--- src/rtl/mux8_rr_arbiter_pkg.sv ---
// Shared definitions for the 8-input round-robin mux arbiter:
// requester count, FSM state encoding and a one-hot helper.
package mux8_rr_arbiter_pkg;

  localparam int N_REQ = 8;

  typedef enum logic [1:0] {
    ST_IDLE = 2'd0,
    ST_BUSY = 2'd1,
    ST_GAP  = 2'd2
  } state_t;

  function automatic logic [N_REQ-1:0] onehot8(input logic [2:0] idx);
    logic [N_REQ-1:0] vec;
    vec      = '0;
    vec[idx] = 1'b1;
    return vec;
  endfunction

endpackage

--- src/rtl/mux8_rr_arbiter_if.sv ---
// Request/grant bundle between the eight mux requesters and the arbiter.
// "owner_release" is the owner's end-of-grant pulse ("release" is a reserved word).
interface mux8_rr_arbiter_if;
  import mux8_rr_arbiter_pkg::*;

  logic [N_REQ-1:0] req;
  logic             owner_release;
  logic [N_REQ-1:0] grant;
  logic [2:0]       sel;
  logic             grant_valid;
  logic             preempt;

  modport master (
    output req, owner_release,
    input  grant, sel, grant_valid, preempt
  );

  modport slave (
    input  req, owner_release,
    output grant, sel, grant_valid, preempt
  );

endinterface

--- src/rtl/mux8_rr_arbiter_rr_pick8.sv ---
// Combinational round-robin pick: first set request at or after ptr, wrapping mod 8.
// Rotate so ptr lands at bit 0, fixed-priority encode, then add ptr back.
module rr_pick8
  import mux8_rr_arbiter_pkg::*;
(
  input  logic [N_REQ-1:0] req,
  input  logic [2:0]       ptr,
  output logic [2:0]       winner,
  output logic             any
);

  logic [2*N_REQ-1:0] doubled;
  logic [N_REQ-1:0]   rotated;
  logic [2:0]         offset;

  assign doubled = {req, req};
  assign rotated = N_REQ'(doubled >> ptr);

  // Scanning downward lets the lowest set bit of the rotated vector win.
  always_comb begin
    offset = 3'd0;
    for (int i = N_REQ - 1; i >= 0; i--) begin
      if (rotated[i]) offset = i[2:0];
    end
  end

  assign winner = ptr + offset;
  assign any    = |req;

endmodule

--- src/rtl/mux8_rr_arbiter.sv ---
// Round-robin arbiter sequencing the 8:1 mux select, with a one-cycle
// settling gap between owners and an optional hold-limit preemption.
module mux8_rr_arbiter
  import mux8_rr_arbiter_pkg::*;
#(
  parameter int MAX_HOLD = 16,
  parameter int CNT_W    = 5
) (
  input  logic               clk,
  input  logic               rst,
  mux8_rr_arbiter_if.slave   bus
);

  localparam logic [CNT_W-1:0] HOLD_LAST =
    (MAX_HOLD == 0) ? '0 : CNT_W'(MAX_HOLD - 1);

  state_t           state;
  logic [2:0]       ptr;
  logic [CNT_W-1:0] hold_cnt;
  logic [N_REQ-1:0] grant_reg;
  logic [2:0]       sel_reg;
  logic             valid_reg;
  logic             preempt_reg;

  logic [2:0] winner;
  logic       any;
  logic       owner_drop;
  logic       timeout;
  logic       end_grant;

  rr_pick8 u_pick (
    .req    (bus.req),
    .ptr    (ptr),
    .winner (winner),
    .any    (any)
  );

  assign owner_drop = ~bus.req[sel_reg];
  assign timeout    = (MAX_HOLD != 0) && (hold_cnt == HOLD_LAST);
  assign end_grant  = bus.owner_release | owner_drop | timeout;

  // Preempt is flagged only when the hold limit alone ended the grant.
  always_ff @(posedge clk) begin
    if (rst) begin
      state       <= ST_IDLE;
      ptr         <= 3'd0;
      hold_cnt    <= '0;
      grant_reg   <= '0;
      sel_reg     <= 3'd0;
      valid_reg   <= 1'b0;
      preempt_reg <= 1'b0;
    end else begin
      preempt_reg <= 1'b0;
      case (state)
        ST_IDLE: begin
          if (any) begin
            state     <= ST_BUSY;
            grant_reg <= onehot8(winner);
            sel_reg   <= winner;
            valid_reg <= 1'b1;
            ptr       <= winner + 3'd1;
            hold_cnt  <= '0;
          end
        end
        ST_BUSY: begin
          if (hold_cnt != {CNT_W{1'b1}}) hold_cnt <= hold_cnt + CNT_W'(1);
          if (end_grant) begin
            state       <= ST_GAP;
            grant_reg   <= '0;
            valid_reg   <= 1'b0;
            preempt_reg <= timeout & ~bus.owner_release & ~owner_drop;
          end
        end
        ST_GAP: begin
          state <= ST_IDLE;
        end
        default: begin
          state <= ST_IDLE;
        end
      endcase
    end
  end

  assign bus.grant       = grant_reg;
  assign bus.sel         = sel_reg;
  assign bus.grant_valid = valid_reg;
  assign bus.preempt     = preempt_reg;

endmodule

--- src/flat_wrapper.sv ---
// flat-port wrapper written by rule: the top's interface ports become plain ports
module mux8_rr_arbiter_flat import mux8_rr_arbiter_pkg::*;
#(
  parameter int MAX_HOLD = 16,
  parameter int CNT_W    = 5
)
  (clk, rst, bus_req, bus_owner_release, bus_grant, bus_sel, bus_grant_valid, bus_preempt);
  mux8_rr_arbiter_if bus_i ();
  input  logic clk;
  input  logic rst;
  input wire logic [$bits(bus_i.req)-1:0] bus_req;
  input wire logic [$bits(bus_i.owner_release)-1:0] bus_owner_release;
  output wire logic [$bits(bus_i.grant)-1:0] bus_grant;
  output wire logic [$bits(bus_i.sel)-1:0] bus_sel;
  output wire logic [$bits(bus_i.grant_valid)-1:0] bus_grant_valid;
  output wire logic [$bits(bus_i.preempt)-1:0] bus_preempt;
  assign bus_i.req = bus_req;
  assign bus_i.owner_release = bus_owner_release;
  assign bus_grant = bus_i.grant;
  assign bus_sel = bus_i.sel;
  assign bus_grant_valid = bus_i.grant_valid;
  assign bus_preempt = bus_i.preempt;
  mux8_rr_arbiter #(.MAX_HOLD(MAX_HOLD), .CNT_W(CNT_W)) u_core (.clk(clk), .rst(rst), .bus(bus_i));
endmodule
--- config.mk ---
export PLATFORM = sky130hd
export DESIGN_NAME = mux8_rr_arbiter_flat
export DESIGN_NICKNAME = d
export VERILOG_FILES = /design/src/rtl/mux8_rr_arbiter_pkg.sv /design/src/rtl/mux8_rr_arbiter_if.sv /design/src/rtl/mux8_rr_arbiter_rr_pick8.sv /design/src/rtl/mux8_rr_arbiter.sv /design/src/flat_wrapper.sv
export SDC_FILE = /design/constraint.sdc
export NUM_CORES = 1
export LEC_CHECK = 0
export CORE_UTILIZATION = 28
export DETAILED_ROUTE_END_ITERATION = 8
export SLEW_MARGIN = 20
export SYNTH_ARGS = -nofsm -noshare
export SYNTH_HDL_FRONTEND = slang
export SYNTH_SLANG_ARGS = --single-unit
--- constraint.sdc ---
create_clock -name clk -period 7.7 [get_ports clk]
set_input_delay 1.54 -clock clk [delete_from_list [all_inputs] [get_ports clk]]
set_output_delay 1.54 -clock clk [all_outputs]
set_load 0.1 [all_outputs]
==> impl_metrics.py, run 1 <==
metrics = {
    "pwr": {
        "p_leak_nw": 0.7356,
        "peakVddDrop_v": 0.0002012,
        "powerDensity_nw_per_um2": 391.2,
    },
    "clocking": {
        "post-cts-setup-buffers": 0,
        "clk_pin_slew_ns": 0.08,
        "hold_buffers": 0,
        "cts_resized": 0,
        "clk_latency_ns": 0.26,
        "cts-root-buf": "clkbuf_8",
        "cts_tree": "done",
        "numCtsBuffers": 3,
        "h-tree-depth": 1,
        "clockBufferDepth": 2,
        "clkSinkCount": 23,
    },
    "yosys": {
        "async_reset_ff_share_pct": 0,
        "ys_seq_area_share_pct": 24.92,
        "yosysWarnings": 0,
        "synthMostInstantiatedCell": "dfxtp_1",
        "synth.distinct_cells": 51,
        "yosysTopAreaCellShare_pct": 24.92,
        "synthCells": 211,
        "synth-edff-count": 0,
        "synthFlopType": "dfxtp_1",
        "post_synth.cell_area_avg_sq_um": 8.758,
        "ys_seq_elements": 23,
        "ys_top_cells_by_count": "23 x dfxtp_1, 20 x nor3_1, 18 x nor2_1",
        "syn-num-nets": 228,
        "yosys-top-cells-area": "dfxtp_1 25%, mux4_2 8.5%, nor3_1 5.4%",
        "synth_largest_area_cell": "dfxtp_1",
        "syn_area_sq_um": 1848,
    },
    "detailed_routing": {
        "vias_per_cell": 5.495,
        "wl_microns": 4241,
        "drtAntennaViolNets": 0,
        "wl_per_cell_microns": 14.18,
        "num_vias": 1643,
        "first_iter_violations": 62,
        "drc_errors": 0,
        "drtPass1Iterations": 4,
    },
    "final_layout": {
        "layout.cells.non_filler": 299,
        "area_growth_pct": 15.44,
        "drive_above_1_share_pct": 15.32,
        "diodes": 0,
        "nFillCells": 665,
        "largest_reg_flops": 8,
        "nets": 240,
    },
    "setup_path": {
        "end_kind": "flop",
        "cp_slowest_stage_delay_ns": 0.71,
        "crit_slowest_cell": "clkdlybuf4s50_1",
        "critPathTopFamily": "buffers and inverters",
        "crit_path_frequent_cell": "inv_1",
        "crit_required_ns": 7.89,
        "worstSetupStartpoint": "bus_req[7]",
        "worst-setup-path-type": "primary input to flop",
        "start_kind": "primary input",
        "crit_fanout": 9,
        "critPathArrivalTime_ns": 5.47,
        "cp_cell_sequence": "clkdlybuf4s50_1 -> inv_1 -> o21a_1 -> mux4_2 -> o32ai_1 -> a211oi_1 -> a21oi_1 -> a211o_1 -> ha_1 -> inv_1 -> fa_1 -> inv_1 -> ha_1 -> xnor2_1 -> xnor2_1 -> or3_1 -> a21oi_1",
        "rr_startpoint": "u_core.ptr[0]",
        "critPathBufInv": 4,
    },
    "grt": {
        "grt_usage_pct": 12.81,
        "grt_pass1_vias": 1552,
        "grt_overflow": 0,
        "grt_max_degree": 30,
        "grt_pass1_wl_microns": 7424,
        "antenna_found_initial": 0,
    },
    "placed_design": {
        "place.port_buffers": 23,
        "dp_hpwl_microns": 3045,
        "gp_congestion": 0.8284,
        "dp.cells": 295,
    },
    "sta": {
        "setup_viol": 0,
        "relSlewSlack_pct": 33.74,
        "timing.hold.ws_ns": 0.4500,
        "slew_viol_final": 0,
        "rsz0062_at_grt": "false",
        "fin_crit_ns": 5.280,
        "hold_violations": 0,
        "worst-slew-pin-transition_ns": 0.9908,
        "fmax_ghz": 0.1894,
        "fin_crit_sh_pct": 68.58,
        "setup_tns_ns": 0,
        "clock_skew_ns": 0.001966,
    },
    "floorplanning": {
        "fp.dieH_microns": 83.24,
        "io_pins": 24,
        "core.rowCount": 29,
        "die_area_sq_um": 6929,
        "core-area_sq_um": 6350,
        "die_w_microns": 83.24,
        "initial_core_util_pct": 29.10,
    },
    "worst_hold_path": {
        "min-delay-start": "u_core.bus.grant[4]",
        "hp-class": "flop to flop",
    },
    "run_status": {
        "status": "finished, final reports clean",
    },
    "flow_run": {
        "max_cap_viol_count": 0,
    },
}
==> tightest hold or removal path, cell delays in order (launching register included) <==
cell and delay [ns]:
dfxtp_1 0.32, nand2_1 0.05, o21ai_1 0.05
==> cells in the final DEF (no fill, tap or decap), drive strengths merged, types with 7 or more instances in the layout <==
cell type       n
nor4            9
nor3           23
a21oi          15
inv             9
o21ai           7
dfxtp          23
clkdlybuf4s50  23
nor2           18
mux4            7
nor3b           9
nand2          13
==> final cells by class <==
cell class,instances,area [sq um],area share [%]
flip-flops and latches,23,460.4,21.58
well taps,77,96.34,4.516
inverters,9,33.78,1.584
multi-input cells,161,1251,58.65
clock inverters,1,5.005,0.2346
clock buffers,3,41.29,1.935
repair buffers,25,245.2,11.50
==> cell families after synthesis <==
group / synth area share [%]
mux: 12.46
buf+inv: 7.379
fa+ha+maj: 4.469
flops: 24.92
xor+xnor: 5.147
compound gates: 17.06
simple gates: 28.57
==> where the power goes <==
group	leakage (nW)	internal (mW)	switching, mW
Clock	0.0255	0.0361	0.0380
Combinational	0.522	0.214	0.358
Sequential	0.188	0.148	0.0401
==> metal layers <==
metal  global-route usage (%)  part of all wire, %
met1                    17.02                   47
met3                    1.491                  2.5
met5                        0                    0
met2                    21.16                   50
met4                    5.016                  1.4
==> path summary, 6_finish.rpt <==
check	slack [ns]	cells after the start	endpoint
min reg2reg	0.45	2	u_core.bus.grant[4]
max	2.42	17	u_core.ptr[2]
min	0.45	2	u_core.bus.grant[4]
max reg2reg	3.85	12	u_core.ptr[2]
==> per-stage QoR <==
stage	instance area, sq um	util [%]	power (mW)	worst slack, ns
after global routing	2133	33.60	0.8928	2.113
after global placement	2087	32.87	0.7591	2.274
after detailed placement	2087	32.87	0.7639	2.163
after floorplan	1848	-	0.6535	2.935
final	2133	33.60	0.8345	2.420
after CTS	2133	33.60	0.8412	2.438
No activity file was read; power rests on OpenSTA's default activity.
==> inputs of run 2 (changes only) <==
==> constraint.sdc (replaced) <==
create_clock -name clk -period 5.1 [get_ports clk]
set_input_delay 1.02 -clock clk [delete_from_list [all_inputs] [get_ports clk]]
set_output_delay 1.02 -clock clk [all_outputs]
set_load 0.1 [all_outputs]
==> run 2 against run 1 <==
Against the previous run:
- sequential cell count is the same
- worst setup slack lost 1.9 ns
- die area unchanged
- global-route usage shrank 0.50 points
- via count shrank 1.9%
- register-to-register slack lost 2.8 ns
- first-iteration DRC count up 16%
==> impl_metrics.py, run 2 (synthesized netlist as in run 1, its figures left out) <==
metrics = {
    "run_status": {
        "status": "finished, final reports clean",
    },
    "grt": {
        "grt_max_degree": 25,
        "grt_usage_pct": 12.31,
        "grt_overflow": 0,
        "grt_pass1_vias": 1577,
        "antenna_found_initial": 0,
        "grt_pass1_wl_microns": 7224,
    },
    "flow_run": {
        "max_cap_viol_count": 0,
    },
    "final_layout": {
        "nets": 247,
        "layout_common_cells": "23 x clkdlybuf4s50_1, 23 x dfxtp_1, 20 x nor3_1",
        "largest_reg_flops": 8,
        "drive_above_1_share_pct": 17.90,
        "nFillCells": 627,
        "diodes": 0,
        "area_growth_pct": 18.28,
    },
    "clocking": {
        "clk_pin_slew_ns": 0.08,
        "post-cts-setup-buffers": 0,
        "clk_latency_ns": 0.26,
        "cts_resized": 0,
        "numCtsBuffers": 3,
        "cts-root-buf": "clkbuf_8",
        "hold_buffers": 0,
        "clkSinkCount": 23,
        "clockBufferDepth": 2,
        "cts_tree": "done",
        "h-tree-depth": 1,
    },
    "sta": {
        "fin_crit_ns": 4.555,
        "slew_viol_final": 0,
        "worst-slew-pin-transition_ns": 0.9841,
        "fin_crit_sh_pct": 89.31,
        "setup_ws_ns": 0.5453,
        "relSlewSlack_pct": 34.18,
        "fmax_ghz": 0.2196,
        "clock_skew_ns": 0.003347,
        "hold_violations": 0,
        "timing.hold.ws_ns": 0.4530,
        "setup_tns_ns": 0,
        "rsz0062_at_grt": "false",
        "setup_viol": 0,
    },
    "floorplanning": {
        "core-area_sq_um": 6350,
        "core.rowCount": 29,
        "die_area_sq_um": 6929,
        "die_w_microns": 83.24,
        "io_pins": 24,
        "fp.dieH_microns": 83.24,
        "initial_core_util_pct": 29.10,
    },
    "setup_path": {
        "critPathArrivalTime_ns": 4.74,
        "crit_fanout": 7,
        "worst-setup-path-type": "primary input to flop",
        "start_kind": "primary input",
        "crit_required_ns": 5.28,
        "end_kind": "flop",
    },
    "pwr": {
        "peakVddDrop_v": 0.0003581,
        "power.switching_mw": 0.6494,
        "combPwrFrac_pct": 67.3,
        "p_seq_share_pct": 23.7,
        "p_int_mw": 0.6052,
        "power_mw": 1.255,
        "p_clk_share_pct": 9.0,
        "p_leak_nw": 0.7692,
        "powerDensity_nw_per_um2": 574.0,
        "p_sw_share_pct": 51.76,
    },
    "detailed_routing": {
        "drtPass1Iterations": 4,
        "num_vias": 1611,
        "wl_per_cell_microns": 13.60,
        "drtAntennaViolNets": 0,
        "first_iter_violations": 72,
        "vias_per_cell": 5.265,
        "wl_microns": 4163,
        "drc_errors": 0,
    },
    "placed_design": {
        "dp_hpwl_microns": 3066,
        "place.port_buffers": 23,
        "preCtsSetupSlack_ns": 0.2874,
        "gp_congestion": 0.8627,
    },
    "worst_hold_path": {
        "hp-class": "flop to flop",
    },
}
[run 2: cell count changes in the layout (fill, tap and decap cells not counted), sizes merged]
cell	delta
buf	+7
[run 2: worst paths after layout]
kind	start	to	slack, ns	cells past startpoint
worst max-delay path	bus_req[6]	u_core.ptr[2]	0.55	17
worst min-delay path	u_core.bus.grant[4]	u_core.bus.grant[4]	0.45	2
worst max register to register	u_core.ptr[1]	u_core.ptr[2]	1.10	13
worst min register to register	u_core.bus.grant[4]	u_core.bus.grant[4]	0.45	2
[run 2: power groups by stage]
stage / combinational, mW / sequential [mW] / clock (mW)
global route: 0.906 / 0.309 / 0.124
CTS: 0.848 / 0.298 / 0.116
floorplan: 0.518 / 0.468 / 0
global placement: 0.845 / 0.302 / 0
finish: 0.844 / 0.298 / 0.113
detailed placement: 0.843 / 0.302 / 0
[run 2: final cells by class]
class	instances	area, sq um	area share [%]
repair buffers	32	297.8	13.62
flip-flops and latches	23	460.4	21.06
well taps	77	96.34	4.408
inverters	9	33.78	1.546
clock buffers	3	41.29	1.889
multi-input cells	161	1251	57.24
clock inverters	1	5.005	0.2290
[run 2: per-stage QoR]
step / utilization (%) / cells / area, sq um
6_report: 34.42 / 306 / 2186
5_1_grt: 34.42 / 306 / 2186
4_1_cts: 34.42 / 306 / 2186
3_5_place_dp: 33.69 / 302 / 2140
3_3_place_gp: 33.69 / 302 / 2140
2_1_floorplan: - / 211 / 1848
[run 2: critical path: stages]
cell and delay [ns]:
clkdlybuf4s50_1 0.64, buf_4 0.21, a21oi_1 0.06, mux4_2 0.48, o32ai_1 0.14, a211oi_1 0.08, a21oi_1 0.16, a211o_1 0.12
ha_1 0.14, inv_1 0.06, fa_1 0.62, inv_1 0.12, ha_1 0.20, xnor2_1 0.13, xnor2_1 0.13, or3_1 0.30
a21oi_1 0.13
[run 2: per-layer routing]
layer	share of wire, %	global-route usage (%)
met1	49	16.59
met2	48	20.72
met3	2.7	1.093
met4	1.1	3.918
met5	0	0
==> inputs of run 3 (changes only) <==
--- a/config.mk
+++ b/config.mk
@@ -7,7 +7,8 @@
 export LEC_CHECK = 0
 export CORE_UTILIZATION = 28
 export DETAILED_ROUTE_END_ITERATION = 8
-export SLEW_MARGIN = 20
+export SLEW_MARGIN = 10
 export SYNTH_ARGS = -nofsm -noshare
 export SYNTH_HDL_FRONTEND = slang
 export SYNTH_SLANG_ARGS = --single-unit
+export TNS_END_PERCENT = 1
==> results of run 3 <==
Final layout, timing and power as in run 2 (identical DEF).
